--- src/rtl/jk_excitation_driver_if.sv ---
// Handshake and bank-facing bus between the control logic and the JK excitation driver.
interface jk_excitation_driver_if #(
  parameter int WIDTH = 4
);
  logic             start;
  logic [WIDTH-1:0] target;
  logic [WIDTH-1:0] Q_fb;
  logic [WIDTH-1:0] J;
  logic [WIDTH-1:0] K;
  logic             busy;
  logic             done;
  logic             error;
  logic [WIDTH-1:0] mismatch;

  modport master (
    output start, target, Q_fb,
    input  J, K, busy, done, error, mismatch
  );

  modport slave (
    input  start, target, Q_fb,
    output J, K, busy, done, error, mismatch
  );
endinterface

--- src/rtl/jk_excitation_driver.sv ---
// Drives J/K of an external JK flip-flop bank toward a target, verifies the feedback, retries, reports.
// Build option: JK_TOGGLE_EN encodes changing bits as toggle (J=K=1) instead of set/reset.
//   state   | meaning
//   S_IDLE  | waiting for start
//   S_DRIVE | J/K presented to the bank for one edge
//   S_CHECK | compare Q_fb with target_q, retry or finish
//   S_DONE  | one-cycle done pulse
//   S_ERROR | retries exhausted, error held until next start
module jk_excitation_driver #(
  parameter int WIDTH     = 4,
  parameter int MAX_RETRY = 3
) (
  input  logic                  CLK,
  input  logic                  Clear,
  jk_excitation_driver_if.slave bus
);

  localparam int RW = (MAX_RETRY > 0) ? $clog2(MAX_RETRY + 1) : 1;
  localparam logic [RW-1:0] MAX_R = RW'(MAX_RETRY);

  typedef enum logic [2:0] {
    S_IDLE,
    S_DRIVE,
    S_CHECK,
    S_DONE,
    S_ERROR
  } state_t;

  state_t           state_q, state_d;
  logic [WIDTH-1:0] target_q, target_d;
  logic [RW-1:0]    retry_q, retry_d;
  logic [WIDTH-1:0] j_q, j_d;
  logic [WIDTH-1:0] k_q, k_d;
  logic             busy_q, busy_d;
  logic             done_q, done_d;
  logic             error_q, error_d;
  logic [WIDTH-1:0] mismatch_q, mismatch_d;
  logic [WIDTH-1:0] diff;
  logic             can_retry;

  function automatic logic [WIDTH-1:0] exc_j(input logic [WIDTH-1:0] q, input logic [WIDTH-1:0] t);
`ifdef JK_TOGGLE_EN
    return q ^ t;
`else
    return ~q & t;
`endif
  endfunction

  function automatic logic [WIDTH-1:0] exc_k(input logic [WIDTH-1:0] q, input logic [WIDTH-1:0] t);
`ifdef JK_TOGGLE_EN
    return q ^ t;
`else
    return q & ~t;
`endif
  endfunction

  assign diff      = bus.Q_fb ^ target_q;
  assign can_retry = (retry_q < MAX_R);

  always_ff @(posedge CLK or negedge Clear) begin
    if (!Clear) begin
      state_q    <= S_IDLE;
      target_q   <= '0;
      retry_q    <= '0;
      j_q        <= '0;
      k_q        <= '0;
      busy_q     <= 1'b0;
      done_q     <= 1'b0;
      error_q    <= 1'b0;
      mismatch_q <= '0;
    end else begin
      state_q    <= state_d;
      target_q   <= target_d;
      retry_q    <= retry_d;
      j_q        <= j_d;
      k_q        <= k_d;
      busy_q     <= busy_d;
      done_q     <= done_d;
      error_q    <= error_d;
      mismatch_q <= mismatch_d;
    end
  end

  always_comb begin
    state_d = state_q;
    case (state_q)
      S_IDLE, S_ERROR: if (bus.start) state_d = S_DRIVE;
      S_DRIVE:         state_d = S_CHECK;
      S_CHECK: begin
        if (diff == '0)     state_d = S_DONE;
        else if (can_retry) state_d = S_DRIVE;
        else                state_d = S_ERROR;
      end
      S_DONE:          state_d = S_IDLE;
      default:         state_d = S_IDLE;
    endcase
  end

  // J/K default to zero so they are only ever non-zero while in S_DRIVE.
  always_comb begin
    target_d   = target_q;
    retry_d    = retry_q;
    j_d        = '0;
    k_d        = '0;
    busy_d     = busy_q;
    done_d     = 1'b0;
    error_d    = error_q;
    mismatch_d = mismatch_q;
    case (state_q)
      S_IDLE, S_ERROR: begin
        if (bus.start) begin
          target_d = bus.target;
          retry_d  = '0;
          j_d      = exc_j(bus.Q_fb, bus.target);
          k_d      = exc_k(bus.Q_fb, bus.target);
          busy_d   = 1'b1;
          error_d  = 1'b0;
        end
      end
      S_CHECK: begin
        mismatch_d = diff;
        if (diff == '0) begin
          busy_d = 1'b0;
          done_d = 1'b1;
        end else if (can_retry) begin
          retry_d = retry_q + RW'(1);
          j_d     = exc_j(bus.Q_fb, target_q);
          k_d     = exc_k(bus.Q_fb, target_q);
        end else begin
          busy_d  = 1'b0;
          error_d = 1'b1;
        end
      end
      default: ;
    endcase
  end

  assign bus.J        = j_q;
  assign bus.K        = k_q;
  assign bus.busy     = busy_q;
  assign bus.done     = done_q;
  assign bus.error    = error_q;
  assign bus.mismatch = mismatch_q;

endmodule

--- src/flat_wrapper.sv ---
// flat-port wrapper written by rule: the top's interface ports become plain ports
module jk_excitation_driver_flat 
#(
  parameter int WIDTH     = 4,
  parameter int MAX_RETRY = 3
)
  (CLK, Clear, bus_start, bus_target, bus_Q_fb, bus_J, bus_K, bus_busy, bus_done, bus_error, bus_mismatch);
  jk_excitation_driver_if #(.WIDTH(WIDTH)) bus_i ();
  input  logic CLK;
  input  logic Clear;
  input wire logic [$bits(bus_i.start)-1:0] bus_start;
  input wire logic [$bits(bus_i.target)-1:0] bus_target;
  input wire logic [$bits(bus_i.Q_fb)-1:0] bus_Q_fb;
  output wire logic [$bits(bus_i.J)-1:0] bus_J;
  output wire logic [$bits(bus_i.K)-1:0] bus_K;
  output wire logic [$bits(bus_i.busy)-1:0] bus_busy;
  output wire logic [$bits(bus_i.done)-1:0] bus_done;
  output wire logic [$bits(bus_i.error)-1:0] bus_error;
  output wire logic [$bits(bus_i.mismatch)-1:0] bus_mismatch;
  assign bus_i.start = bus_start;
  assign bus_i.target = bus_target;
  assign bus_i.Q_fb = bus_Q_fb;
  assign bus_J = bus_i.J;
  assign bus_K = bus_i.K;
  assign bus_busy = bus_i.busy;
  assign bus_done = bus_i.done;
  assign bus_error = bus_i.error;
  assign bus_mismatch = bus_i.mismatch;
  jk_excitation_driver #(.WIDTH(WIDTH), .MAX_RETRY(MAX_RETRY)) u_core (.CLK(CLK), .Clear(Clear), .bus(bus_i));
endmodule
--- config.mk ---
export PLATFORM = sky130hd
export DESIGN_NAME = jk_excitation_driver_flat
export DESIGN_NICKNAME = d
export VERILOG_FILES = /design/src/rtl/jk_excitation_driver_if.sv /design/src/rtl/jk_excitation_driver.sv /design/src/flat_wrapper.sv
export SDC_FILE = /design/constraint.sdc
export NUM_CORES = 1
export LEC_CHECK = 0
export CORE_UTILIZATION = 58
export CTS_BUF_LIST = sky130_fd_sc_hd__clkbuf_4 sky130_fd_sc_hd__clkbuf_8
export CTS_CLUSTER_DIAMETER = 200
export DETAILED_ROUTE_END_ITERATION = 8
export DONT_BUFFER_PORTS = 1
export GPL_TIMING_DRIVEN = 0
export PLACE_DENSITY_LB_ADDON = 0.2
export SLEW_MARGIN = 20
export SYNTH_ARGS = -nofsm -noshare
export SYNTH_HDL_FRONTEND = slang
export SYNTH_SLANG_ARGS = --single-unit
--- constraint.sdc ---
create_clock -name CLK -period 1.7 [get_ports CLK]
set_input_delay 0.34 -clock CLK [delete_from_list [all_inputs] [get_ports CLK]]
set_output_delay 0.34 -clock CLK [all_outputs]
set_load 0.1 [all_outputs]
# == After elaboration in Yosys (flattened, before gate mapping) ==
# Index checks and enable logic that the tools add are counted.
# word_totals
regBits,24
in_bits,11
out_inout_bits,15
elab_cells,61
# classes
n_addsub,1
magnitude_cmp,1
n_eq_ne,8
mux,26
bitwise,8
n_reduce_logical,8
# ops
op,count
$mux W4,6
$and A4 B4 Y4,4
$pmux W4 S2,2
$not A4 Y4,3
$mux W3,3
$pmux W3 S3,1
$mux W1,8
$reduce_and A4 Y1,2
$mux W2,3
$ne A2 B2 Y1 const B,3
$logic_not A4 Y1,1
$pmux W1 S2,2
$pmux W2 S2,1
$xor A4 B4 Y4,1
$eq A3 B1 Y1 const B,1
$eq A3 B2 Y1 const B,1
$eq A3 B3 Y1 const B,1
$logic_not A3 Y1,1
$ne A3 B3 Y1 const B,1
$reduce_and A3 Y1,1
$add A2 B1 Y2 const B,1
$lt A2 B2 Y1 const B,1
$ne A2 B1 Y1 const B,1
$reduce_and A2 Y1,1
other kinds (2),2

# == Longest topological paths before layout ==
# Gate-level depths: netlist of the first run.
# depth
ltp_word,5
mapped_depth,5
mapped_depth_nobuf,5

# == Worst setup path before layout of the first run ==
# No wires, ideal clock.
# synth_path
path_kind,input to register
from,in bus_Q_fb[3]
to,reg u_core.retry_q[1]
setup_ns,0.125
t_arrival_ns,1.586
required_time_ns,1.575
path_slack_ns,-0.011
cell_stages,5
path_buffers,0
cell_sequence,inv_1 > ha_1 > and4_1 > nor3_4 > mux2_4
# synth_between
elab_chain_cells,4
# synth_lines
item,line,text
from (decl),flat_wrapper.sv:13,input wire logic [$bits(bus_i.Q_fb)-1:0] bus_Q_fb;
$xor A4 B4 Y4,jk_excitation_driver.sv:57,assign diff = bus.Q_fb ^ target_q;
$logic_not A4 Y1,jk_excitation_driver.sv:122,if (diff == '0) begin
$ne A2 B2 Y1 (no line),n/a,
$reduce_and A4 Y1 (no line),n/a,
to (signal assigned),jk_excitation_driver.sv:74,retry_q <= retry_d;
to (decl),jk_excitation_driver.sv:31,"logic [RW-1:0] retry_q, retry_d;"
# Every way passes these cells.
# A chain may end at the register's enable or synchronous reset.

# == Worst setup path after layout of the first run ==
# layout_path
from,reg u_core.target_q[3]
to,reg u_core.retry_q[0]
# layout_between
elab_chain_cells,4
# layout_lines
item,line,text
from (decl),jk_excitation_driver.sv:30,"logic [WIDTH-1:0] target_q, target_d;"
from (signal assigned),jk_excitation_driver.sv:73,target_q <= target_d;
$xor A4 B4 Y4,jk_excitation_driver.sv:57,
$logic_not A4 Y1,jk_excitation_driver.sv:122,
$ne A2 B2 Y1 (no line),n/a,
$reduce_and A4 Y1 (no line),n/a,
# Every way passes these cells.

==> results of run 1 <==
## critical path, delay by kind of cell, from the launching register on
kind / cells / cell delay (ns)
adder cells (fa/ha/maj): 1 / 0.32
buffers and inverters: 1 / 0.16
flip-flops: 1 / 0.40
multiplexers: 1 / 0.19
AND/OR/NAND/NOR: 2 / 0.48
## area by class of cell
class                   instances  share of cell area (%)
flip-flops and latches         24                    50.8
inverters                      13                    4.13
clock buffers                   4                    3.07
well taps                      25                    2.65
plain buffers                   3                   0.953
multi-input cells              56                    36.3
repair buffers                  3                    2.01
## registers in the layout (all words and copies together), names as in the netlist
name and count:
u_core.bus.J 4, u_core.bus.K 4, u_core.bus.busy 1, u_core.bus.done 1
u_core.bus.error 1, u_core.bus.mismatch 4, u_core.retry_q 2, u_core.state_q 3
u_core.target_q 4
## cell usage after synthesis
cell and count:
a21oi_1 2, nor2_1 4, ha_1 9, a32o_1 8
mux2_4 1, mux2i_1 1, o21ai_0 10, and2b_1 1
nor2b_1 2, nand4_1 1, nand2b_1 1, or2_2 1
and4_1 1, or3b_2 1, inv_1 13, o22a_1 1
or3b_4 1, nand2_1 9, nor3b_1 1, dfrtp_1 24
nor3_4 1, clkbuf_1 3
## through the flow
step | worst slack (ns) | instances | util, % | setup TNS (ns)
6_report | 0.0756 | 128 | 67.7 | 0
5_1_grt | 0.0224 | 128 | 67.7 | 0
4_1_cts | 0.000167 | 128 | 67.6 | 0
3_5_place_dp | -0.142 | 121 | 64.1 | -0.162
3_3_place_gp | -0.137 | 121 | 64.1 | -0.137
2_1_floorplan | 0.0393 | 96 | - | 0
## kinds of logic after synthesis
logic type / count (synthesis)
muxes: 2
AOI/OAI and AO/OA: 21
buffers and inverters: 16
adders and majority gates: 9
DFF: 24
and+or+nand+nor: 24
## metal layers
metal | GRT usage (%) | part of all wire (%)
met1 | 26.8 | 46
met2 | 34.5 | 51
met4 | 7.27 | 0.43
met5 | 0 | 0
met3 | 4.00 | 2.7
## worst paths after layout
kind / end / slack (ns) / cells past startpoint
hold / removal: u_core.state_q[0] / -0.02 / 1
max in group asynchronous: u_core.retry_q[0] / 1.38 / 1
setup / recovery: u_core.retry_q[0] / 0.08 / 5
min in group CLK: u_core.target_q[0] / 0.15 / 2
hold reg to reg: u_core.state_q[1] / 0.47 / 1
setup reg to reg: u_core.retry_q[0] / 0.08 / 5
## what timing repair did
action                                  CTS  global route
resized for setup                         0             3
buffers inserted                          2             0
hold buffers                              1             0
endpoints found under the setup margin    2             4
hold endpoints to repair                 24             0
pin swaps                                 1             0
==> results.cfg, run 1 <==
[global_route]
grt_usage_pct = 20.7
grt_overflow_total = 0
antenna_found_initial = 0
grt_start_max_net_pins = 25
grt_pass1_vias = 689
grt_pass1_wl_mm = 2.95

[die]
design.core.area_um2 = 1750
io_pins = 26
rows = 15
fp.dieArea_um2 = 2050
die_w_um = 45.3
start_util_pct = 62.3
fp.dieH_um = 45.3

[cts]
clk_pin_slew_ns = 0.13
cts_tree = built
clock-sinks = 24
numCtsBuffers = 3
clk_path_buf_depth = 2
clockRootBuffer = clkbuf_4
cts_max_level = 1
clock_latency_ns = 0.31

[logic_synthesis]
yosys.area.top_type = dfrtp_1
synth_cells = 96
syn_area_per_cell_um2 = 11.3
netlist.area_leader.share_pct = 55.2
synth_top_family_by_area = compound AO/OA/AOI/OAI gates
synth_compound_area_share_pct = 13.7
synth_xor_area_share_pct = 0
synth_seq_cells = 24
ys.warnings.count = 0
synth_mux_area_share_pct = 2.30
seq_area_frac_synth_pct = 55.2
synth_area_leaders = dfrtp_1, ha_1, a32o_1
synthesis.nets = 116
yosysUniqueCellTypes = 22
synthAdderAreaFrac_pct = 10.4
synthSimpleGateAreaFrac_pct = 12.9
syn_area_um2 = 1090

[detailed_routing]
dr.pass1.iters = 4
first_iter_violations = 5
route.detailed.drc = 0
ant_nets = 0
wire_per_inst_um = 14.4
vias_per_cell = 5.44
num_vias = 696
wirelength_mm = 1.85

[setup_path]
crit_chain = ha_1, and4_4, nor3_4, buf_6, mux2i_1
cp-start-kind = flop
crit_start = u_core.target_q[3]
cp-end-kind = flop
r2r-start = u_core.target_q[3]
slowest_delay_ns = 0.40
cp.required_ns = 1.94
crit_type = flop to flop
crit_arrival_ns = 1.86
worstPathMaxFanout = 6
crit_path_top_delay_cell = dfrtp_1

[sta]
fmax_mhz = 616
tightest_slew_ns = 0.921
timing.hold.ws_ns = -0.0248
min_period_ns = 1.62
finalSetupViolCount = 0
slew_headroom_pct = 38.6
grt_setup_unrepaired = false
hold_violations = 24
finalCritPeriodShare_pct = 95.6
maxSlewViolCount = 0
skew_ns = 0.00642

[place]
gp_congestion = 0.727
dpl_cell_area_um2 = 1120
port_buffers = 0
place.detailed.hpwl_mm = 1.36

[layout]
multi_input_area_um2 = 429
syn2layout_area_growth_pct = 8.63
fin_area_um2 = 1180
final_common_cell = dfrtp_1
num_antenna_cells = 0
drive_above_1_share_pct = 12.6
final_cell_mix = dfrtp_1, inv_1, o21ai_0
nNetsFinal = 124
fillers = 144
seqCellArea_um2 = 601

[job]
drv_cap = 0

[outcome]
outcome = finished, violations left
violations = hold timing

[min_path]
worstHoldPathType = input port to async pin
Power of run 1 is not shown: default switching activity piles up to over one toggle a cycle in this logic, so the estimate is an artifact.
==> inputs of run 2 (changes only) <==
--- a/config.mk
+++ b/config.mk
@@ -5,14 +5,16 @@
 export SDC_FILE = /design/constraint.sdc
 export NUM_CORES = 1
 export LEC_CHECK = 0
-export CORE_UTILIZATION = 58
+export BUFFER_PORTS_ARGS = -buffer_cell sky130_fd_sc_hd__buf_2
+export CORE_UTILIZATION = 49
 export CTS_BUF_LIST = sky130_fd_sc_hd__clkbuf_4 sky130_fd_sc_hd__clkbuf_8
 export CTS_CLUSTER_DIAMETER = 200
 export DETAILED_ROUTE_END_ITERATION = 8
-export DONT_BUFFER_PORTS = 1
 export GPL_TIMING_DRIVEN = 0
 export PLACE_DENSITY_LB_ADDON = 0.2
+export SETUP_SLACK_MARGIN = 0.05
 export SLEW_MARGIN = 20
 export SYNTH_ARGS = -nofsm -noshare
 export SYNTH_HDL_FRONTEND = slang
 export SYNTH_SLANG_ARGS = --single-unit
+export TNS_END_PERCENT = 5
==> results.cfg, run 2 (synthesis gave the netlist of run 1 again) <==
[layout]
final_common_cell = buf_2
syn2layout_area_growth_pct = 23.5
nNetsFinal = 151
final_cell_mix = buf_2, dfrtp_1, inv_1
num_antenna_cells = 0
drive_above_1_share_pct = 30.8
final_cells = 157

[setup_path]
crit_path_top_delay_cell = or3b_2
crit_chain = ha_1, and4_4, or3b_2, o21ai_1
slowest_delay_ns = 0.47
cp.required_ns = 1.95
cp-start-kind = flop
worstPathMaxFanout = 4
cp-end-kind = flop
crit_arrival_ns = 1.84
crit_family = simple AND/OR/NAND/NOR gates
crit_type = flop to flop
critPathBufInv = 0

[sta]
finalSetupViolCount = 0
skew_ns = 0.00234
slew_headroom_pct = 65.0
min_period_ns = 1.59
grt_setup_unrepaired = true
tightest_slew_ns = 0.525
fmax_mhz = 629
hold_violations = 0
finalCritPeriodShare_pct = 93.5
maxSlewViolCount = 0
timing.hold.ws_ns = 0.257
tns_ns = 0

[die]
start_util_pct = 53.8
die_w_um = 49.1
fp.dieH_um = 49.1
rows = 16
design.core.area_um2 = 2020
fp.dieArea_um2 = 2410
io_pins = 26

[place]
place.detailed.hpwl_mm = 1.44
post-place-cells = 148
port_buffers = 25
gp_congestion = 0.784

[detailed_routing]
wirelength_mm = 2.01
dr.pass1.iters = 4
wire_per_inst_um = 12.8
route.detailed.drc = 0
vias_per_cell = 5.11
num_vias = 803
ant_nets = 0
first_iter_violations = 9

[global_route]
grt_pass1_wl_mm = 3.47
grt.met1_usage_pct = 25.4
antenna_found_initial = 0
grt_use_met3_pct = 3.12
grt_usage_pct = 19.3
grt_pass1_vias = 779
grt_overflow_total = 0
grt_start_max_net_pins = 25
use_met2_pct = 33.1
top_usage_layer = met2

[cts]
clk_pin_slew_ns = 0.13
cts_tree = built
clock_latency_ns = 0.31
clock-sinks = 24
cts_max_level = 1
clk_path_buf_depth = 2
numCtsBuffers = 3
clockRootBuffer = clkbuf_4

[min_path]
worstHoldPathType = input port to flop

[outcome]
outcome = complete, no violations

[job]
drv_cap = 0
run 2: changes by cell type in the layout (fill, tap and decap cells not counted), sizes merged:
| cell | before | now |
|---|---|---|
| dlygate4sd3 | 0 | 1 |
| clkbuf | 7 | 6 |
| buf | 3 | 29 |
| bufinv | 0 | 1 |
run 2: per-stage QoR:
stage | cell area, um2 | utilization, % | setup slack (ns)
3_3_place_gp | 1250 | 61.8 | -0.209
5_1_grt | 1340 | 66.4 | 0.0375
2_1_floorplan | 1090 | - | 0.0836
3_5_place_dp | 1250 | 61.8 | -0.245
4_1_cts | 1330 | 66.0 | 0.0846
6_report | 1340 | 66.4 | 0.111
run 2: area by class of cell:
cell class	count	area, um2
buffer	3	12.5
multi-input combinational	56	429
tap	27	33.8
timing repair buffer	30	165
fill	161	679
clock inverter	1	30.0
inverter	13	48.8
sequential	24	601
clock buffer	3	22.5
run 2: final timing paths:
| check | to | depth (start not counted) | slack, ns | startpoint |
|---|---|---|---|---|
| worst min register to register | u_core.state_q[1] | 1 | 0.48 | u_core.state_q[2] |
| worst max register to register | u_core.bus.error | 4 | 0.11 | u_core.target_q[3] |
| worst max-delay path | u_core.bus.error | 4 | 0.11 | u_core.target_q[3] |
| min in group asynchronous | u_core.bus.K[2] | 2 | 0.53 | Clear |
| worst min-delay path | u_core.target_q[0] | 3 | 0.26 | bus_target[0] |
| max in group asynchronous | u_core.bus.busy | 2 | 0.83 | Clear |
run 2: routing by layer:
| layer | share of wire, % | wire length [um] | vias up |
|---|---|---|---|
| met5 | 0 | 0 | - |
| met4 | 1.0 | 21 | 0 |
| met3 | 4.0 | 81 | 2 |
| met2 | 51 | 1020 | 18 |
| met1 | 44 | 892 | 388 |
| li1 | - | - | 395 |
run 2: tightest hold or removal path, cell delays in order:
cell and delay, ns:
buf_2 0.10, nand2_1 0.04, o21ai_0 0.06
run 2: timing repair:
item	CTS	global route
gates resized for setup	0	3
pin swaps	1	1
setup buffers	3	1
endpoints found under the hold margin	24	0
hold buffers	1	0
setup endpoints to repair	2	3
Power of run 2 is left out for the same reason.
